**src/rtl/dmem_store_buffer.sv**
```systemverilog
// Store buffer between the core MEM-stage memory port and a single-port dmem.
// Define STORE_BUF_FWD_EN to forward pending store data to loads; otherwise loads stall until drained.
module dmem_store_buffer #(
    parameter int N     = 64,
    parameter int DEPTH = 4,
    parameter int AW    = 6
) (
    input  logic          clk,
    input  logic          reset,
    input  logic [N-1:0]  cpu_addr,
    input  logic [N-1:0]  cpu_writeData,
    input  logic          cpu_writeEnable,
    input  logic          cpu_readEnable,
    output logic [N-1:0]  cpu_readData,
    output logic          stall,
    output logic          empty,
    output logic [AW-1:0] mem_address,
    output logic [N-1:0]  mem_writeData,
    output logic          mem_memWrite,
    output logic          mem_memRead,
    input  logic [N-1:0]  mem_readData
);

    localparam int          PW      = $clog2(DEPTH);
    localparam logic [PW:0] DEPTH_C = (PW + 1)'(DEPTH);

    logic [PW-1:0] head_q, head_d;
    logic [PW-1:0] tail_q, tail_d;
    logic [PW:0]   count_q, count_d;
    logic [AW-1:0] addr_q [DEPTH];
    logic [N-1:0]  data_q [DEPTH];

    logic          full;
    logic          push;
    logic          drain;
    logic [AW-1:0] cpu_idx;
    logic          unused_addr_bits;

    assign cpu_idx          = cpu_addr[AW+2:3];
    assign unused_addr_bits = ^{cpu_addr[N-1:AW+3], cpu_addr[2:0]};

    always_comb begin
        full  = (count_q == DEPTH_C);
        empty = (count_q == '0);
        push  = cpu_writeEnable & ~full;
`ifdef STORE_BUF_FWD_EN
        drain       = ~empty & ~cpu_readEnable & (~cpu_writeEnable | full);
        stall       = cpu_writeEnable & full;
        mem_memRead = cpu_readEnable;
`else
        // A load waits behind pending stores; the port drains them meanwhile.
        drain       = ~empty & (cpu_readEnable | ~cpu_writeEnable | full);
        stall       = (cpu_writeEnable & full) | (cpu_readEnable & ~empty);
        mem_memRead = cpu_readEnable & empty;
`endif
        mem_memWrite  = drain;
        mem_address   = mem_memRead ? cpu_idx : addr_q[head_q];
        mem_writeData = data_q[head_q];

        head_d  = drain ? head_q + PW'(1) : head_q;
        tail_d  = push  ? tail_q + PW'(1) : tail_q;
        count_d = count_q;
        if (push) begin
            count_d = count_q + (PW + 1)'(1);
        end else if (drain) begin
            count_d = count_q - (PW + 1)'(1);
        end
    end

    // NOTE: sequential state uses non-blocking assignments so every flop samples pre-edge values.
    always_ff @(posedge clk or posedge reset) begin
        if (reset) begin
            head_q  <= '0;
            tail_q  <= '0;
            count_q <= '0;
        end else begin
            head_q  <= head_d;
            tail_q  <= tail_d;
            count_q <= count_d;
        end
    end

    // NOTE: entry storage has no reset; the pointers and count alone decide which entries are valid.
    always_ff @(posedge clk) begin
        if (push) begin
            addr_q[tail_q] <= cpu_idx;
            data_q[tail_q] <= cpu_writeData;
        end
    end

`ifdef STORE_BUF_FWD_EN
    logic [PW-1:0] fwd_idx;

    // Walk oldest to newest so the most recently pushed match wins.
    always_comb begin
        cpu_readData = mem_readData;
        fwd_idx      = head_q;
        for (int i = 0; i < DEPTH; i++) begin
            fwd_idx = head_q + PW'(i);
            if (((PW + 1)'(i) < count_q) && (addr_q[fwd_idx] == cpu_idx)) begin
                cpu_readData = data_q[fwd_idx];
            end
        end
    end
`else
    assign cpu_readData = mem_readData;
`endif

endmodule

```
**config.mk**
```make
export PLATFORM = sky130hd
export DESIGN_NAME = dmem_store_buffer
export DESIGN_NICKNAME = d
export VERILOG_FILES = /design/src/rtl/dmem_store_buffer.sv
export SDC_FILE = /design/constraint.sdc
export NUM_CORES = 1
export LEC_CHECK = 0
export BUFFER_PORTS_ARGS = -buffer_cell sky130_fd_sc_hd__buf_2
export CAP_MARGIN = 10
export CORE_AREA = 3 3 146 148
export DETAILED_ROUTE_END_ITERATION = 10
export DIE_AREA = 0 0 149 151
export PLACE_DENSITY = 0.85
export SLEW_MARGIN = 5
export SYNTH_ARGS = -nofsm -noshare
export SYNTH_HDL_FRONTEND = slang
export SYNTH_SLANG_ARGS = --single-unit
```
**constraint.sdc**
```tcl
create_clock -name clk -period 4.9 [get_ports clk]
set_input_delay 0.49 -clock clk [delete_from_list [all_inputs] [get_ports clk]]
set_output_delay 0.49 -clock clk [all_outputs]
set_load 0.05 [all_outputs]
```
* Word-level counts from Yosys, hierarchy flattened *
Memory sizes are Yosys's and may differ from the RTL's.
Index checks and enable logic that the tools add are counted.

word-level totals
  register bits after elaboration = 7
  bits in latches = 0
  bits in writable memories = 280
  ROM bits = 0
  bits of input ports = 196
  output and inout port bits = 138
  logic and storage cells = 28
  memories = 2

memories
  name    depth  width  read ports  clocked after memory_dff  wr ports  RTL line  RTL
  data_q  4      64     1           0                         1         31        logic [N-1:0] data_q [DEPTH];
  addr_q  4      6      1           0                         1         30        logic [AW-1:0] addr_q [DEPTH];

cells by class
  $add $sub $neg = 4
  multiply operators = 0
  div/mod/pow operators = 0
  $lt $le $gt $ge = 0
  equal/unequal tests = 1
  shifts and indexed selects = 0
  multiplexer cells = 5
  bitwise logic cells = 11
  reductions and logical operators = 2

operators with widths
  kind                 number
  $mux 3               2
  $mux 6               1
  $and 1x1->1          5
  $add 2x1->2 const B  2
  $add 3x1->3 const B  1
  $eq 3x3->1 const B   1
  $logic_not 3->1      1
  $not 1->1            3
  $or 1x1->1           3
  $sub 3x1->3 const B  1
  $mux 1               2
  $reduce_bool 2->1    1

* Depth between registers and ports, before layout *
  depth after elaboration = 6
  depth in mapped cells = 6
  gate-level depth less buffers = 6

* Least setup slack after synthesis *
OpenSTA, ideal clock, no wires.

  kind = reg2reg
  from = reg count_q[0]
  to = mem addr_q[0][0], enable pin
  library setup time = 0.436 ns
  arrival = 2.558 ns
  data required time = 4.464 ns
  setup slack = 1.907 ns
  cell stages (with the launch flop) = 4
  path buffers = 0
  clock period less this slack = 2.993 ns
  path through = dfrtp_1 -> nor2_1 -> a21boi_1 -> and2_1

on the way
  cells in the longest elaborated chain, start to end = 5

RTL lines
  item                          RTL line  RTL
  start: declaration            29        logic [PW:0] count_q, count_d;
  start signal: assignment      79        count_q <= count_d;
  $eq 3x3->1                    43        full = (count_q == DEPTH_C);
  $not 1->1                     45        push = cpu_writeEnable & ~full;
  $and 1x1->1                   45
  $mux 1                        85        if (push) begin
  $mux 1 (implied by the code)  86        addr_q[tail_q] <= cpu_idx;
  end: declaration              30

No other way between the ends.

* Worst setup path in the final report *
  from = reg head_q[0]
  to = out mem_writeData[59]

on the way
  cells in the longest elaborated chain, start to end = 1

RTL lines
  item                      RTL line  RTL
  start: declaration        27        logic [PW-1:0] head_q, head_d;
  start signal: assignment  73        head_q <= '0;
  start signal: assignment  77        head_q <= head_d;
  $mem_v2 4x64              n/a
  end: declaration          18        output logic [N-1:0] mem_writeData,

No other way between the ends.

==> results.py <==
metrics = {
    "synth": {
        "yosysTopAreaCellShare_pct": 74.6,
        "yosysTopAreaCell": "edfxtp_1",
        "ys_warn_count": 0,
        "ys_seq_area_share_pct": 76.1,
        "yosys.cell_types.count": 28,
        "syn_avg_cell_area_sq_um": 23.5,
        "synth_cells": 479,
        "synthTopCellsByArea": "edfxtp_1 (75%), mux4_2 (8.6%), mux4_1 (6.3%)",
        "synth-seq-cells": 287,
        "syn-cell-area_sq_um": 11300,
        "synth_nets": 680,
    },
    "run_status": {
        "outcome": "completed",
    },
    "clocking": {
        "cts_root_buffer": "clkbuf_16",
        "post-cts-setup-buffers": 0,
        "clock_path_buffers": 3,
        "cts_buffers": 27,
        "cts_htree_levels": 1,
        "clock-sinks": 287,
        "clk_pin_slew_worst_paths_ns": 0.06,
        "clk_latency_ns": 0.52,
        "cts_tree": "built",
    },
    "floorplanning": {
        "core-area_sq_um": 20200,
        "ios": 334,
        "die_w_microns": 149,
        "die_h_microns": 151,
        "rows": 52,
        "start_util_pct": 55.9,
        "die_area_sq_um": 22500,
    },
    "power_and_ir_drop": {
        "p_leak_nw": 4.36,
        "swShare_pct": 38.8,
        "pwr-share-clk_pct": 21.7,
        "peakVddDrop_mv": 0.573,
        "pwr-share-seq_pct": 41.2,
        "powerDensity_nw_per_um2": 699,
        "switchingPower_mw": 3.40,
        "p_total_mw": 8.77,
        "p_int_mw": 5.37,
        "combPwrFrac_pct": 37.1,
    },
    "setup_path": {
        "critPathKind": "register to output pin",
        "cpLargestDelayFamily": "flip-flops",
        "worstPathMaxFanout": 48,
        "cp-start-kind": "register",
        "r2r_slack_ns": 2.36,
        "crit_arrival_ns": 2.83,
        "cp_cell_sequence": "buf_4 -> mux4_1 -> buf_2",
        "setup.worst_path.end_class": "output pin",
        "cp_num_buf_inv": 2,
        "critical_path.slowest_cell": "dfrtp_4",
        "crit_required_ns": 4.41,
        "slowest_delay_ns": 1.04,
    },
    "finish": {
        "layout.nets": 778,
        "layout_commonest_cell": "edfxtp_1",
        "final_layout_size_suffix_gt1_share_pct": 40.6,
        "n_fill_cell": 1367,
        "final_cell_mix": "edfxtp_1 (280), buf_2 (147), mux4_2 (43)",
        "area_growth_pct": 11.2,
        "seqCellArea_sq_um": 8590,
        "fin_area_sq_um": 12500,
        "multi_input_area_sq_um": 2010,
    },
    "grt": {
        "antenna_found_initial": 4,
        "grt-ovfl-total": 0,
        "grt_pass1_wl_microns": 32500,
        "grt.total_usage_pct": 19.3,
        "first_global_vias": 5392,
        "grt_max_degree": 72,
    },
    "run": {
        "cap_violations": 0,
    },
    "sta": {
        "worst_slew_pin_slew_ns": 1.10,
        "finalSetupViolations": 0,
        "max_freq_mhz": 301,
        "tns_ns": 0,
        "period_minus_slack_ns": 3.32,
        "fin_crit_sh_pct": 67.8,
        "rsz0062_at_grt": "no",
        "drv_slew": 0,
        "hold_viol_final": 0,
        "hold_ws_ns": 0.183,
        "finalClockSkew_ns": 0.0129,
        "slew_headroom_pct": 26.8,
    },
    "placed_design": {
        "dp_hpwl_microns": 14000,
        "io_buffers": 147,
        "gp_congestion": 0.740,
        "placed_cell_area_sq_um": 11700,
    },
    "detailed_routing": {
        "vias": 4976,
        "drtPass1Iterations": 4,
        "post_drt_wl_per_cell_microns": 25.7,
        "via_per_inst": 5.76,
        "drt_wl_total_microns": 22200,
        "drc": 0,
        "postRouteAntennaNets": 0,
        "drtIter0Drc": 293,
    },
    "hold_path": {
        "hold_path_class": "input pin to register",
    },
}
-- layout make-up --
type,count,share of cell area [%]
timing repair buffer,150,6.07
clock buffer,40,6.02
multi-input combinational,105,16.1
tap,270,2.70
sequential,287,68.5
antenna,1,0.0200
inverter,6,0.180
clock inverter,5,0.409
-- flip-flops by register name, summed over array words and instances (netlist names) --
name     flops
count_q      3
data_q     256
tail_q       2
head_q       2
addr_q      24
-- repair_timing --
action	CTS	global route
resized for setup	0	0
endpoints found under the hold margin	7	0
hold buffers	1	0
-- cell usage after synthesis --
master    number
mux2_2         1
dfrtp_1        7
buf_2          3
fa_1           1
or3_4          1
nor2b_1        1
buf_8          1
a21oi_1        1
mux4_1        27
nor2_1         4
ha_1           4
edfxtp_1     280
buf_4         66
buf_6          7
mux2_4         6
xor2_1         1
clkbuf_8       3
buf_12         1
inv_1          5
mux4_2        43
o211ai_1       3
o31ai_1        1
inv_2          1
a21boi_1       1
and2_1         4
o21ai_0        2
xnor2_1        3
and2_4         1
-- power groups by stage --
stage               logic (mW)  clock network, mW  registers, mW
floorplan                 2.98                  0           3.40
global placement          3.21                  0           3.62
detailed placement        3.28                  0           3.68
CTS                       3.30               1.95           3.63
global route              3.38               2.03           3.69
finish                    3.25               1.90           3.61
-- final timing paths --
kind	from	to	cells past startpoint
max	head_q[0]$_DFFE_PP0P_	mem_writeData[59]	3
min	cpu_writeData[39]	data_q[0][39]$_DFFE_PP_	1
max reg2reg	count_q[0]$_DFFE_PP0P_	data_q[2][52]$_DFFE_PP_	3
min reg2reg	count_q[0]$_DFFE_PP0P_	count_q[0]$_DFFE_PP0P_	1
max in group asynchronous	reset	head_q[1]$_DFFE_PP0P_	3
min in group asynchronous	reset	count_q[2]$_DFFE_PP0P_	3
-- stage by stage --
stage | setup slack [ns] | util [%] | instances
after global routing | 1.35 | 62.1 | 864
after global placement | 2.07 | 58.1 | 817
after CTS | 1.47 | 62.1 | 863
final | 1.58 | 62.1 | 864
after floorplan | 1.91 | - | 479
after detailed placement | 2.03 | 58.1 | 817
-- per-layer routing --
layer  up-vias  wire length, microns  global-route usage, %  part of all wire (%)
li1       2117                     -                      -                     -
met1      2570                  7340                   21.8                    33
met2       195                 11900                   34.3                    54
met3        88                  1880                   5.33                   8.4
met4         6                  1060                   9.11                   4.7
met5         -                    34                      0                  0.15
-- worst register-to-register path: stages, from the launching register on --
cell and delay [ns]:
dfrtp_1 0.46, nor2_1 0.13, a21boi_1 0.53, and2_4 0.93
-- kinds of logic after synthesis --
| kind of cell | Yosys count | synth area share, % |
|---|---|---|
| adder cells (fa/ha/maj) | 5 | 0.621 |
| XOR/XNOR | 4 | 0.311 |
| multiplexers | 77 | 15.8 |
| AO/OA/AOI/OAI | 8 | 0.466 |
| AND/OR/NAND/NOR | 11 | 0.588 |
| buffers and inverters | 87 | 6.10 |
| flip-flops | 287 | 76.1 |
No activity file was read; power rests on OpenSTA's default activity.
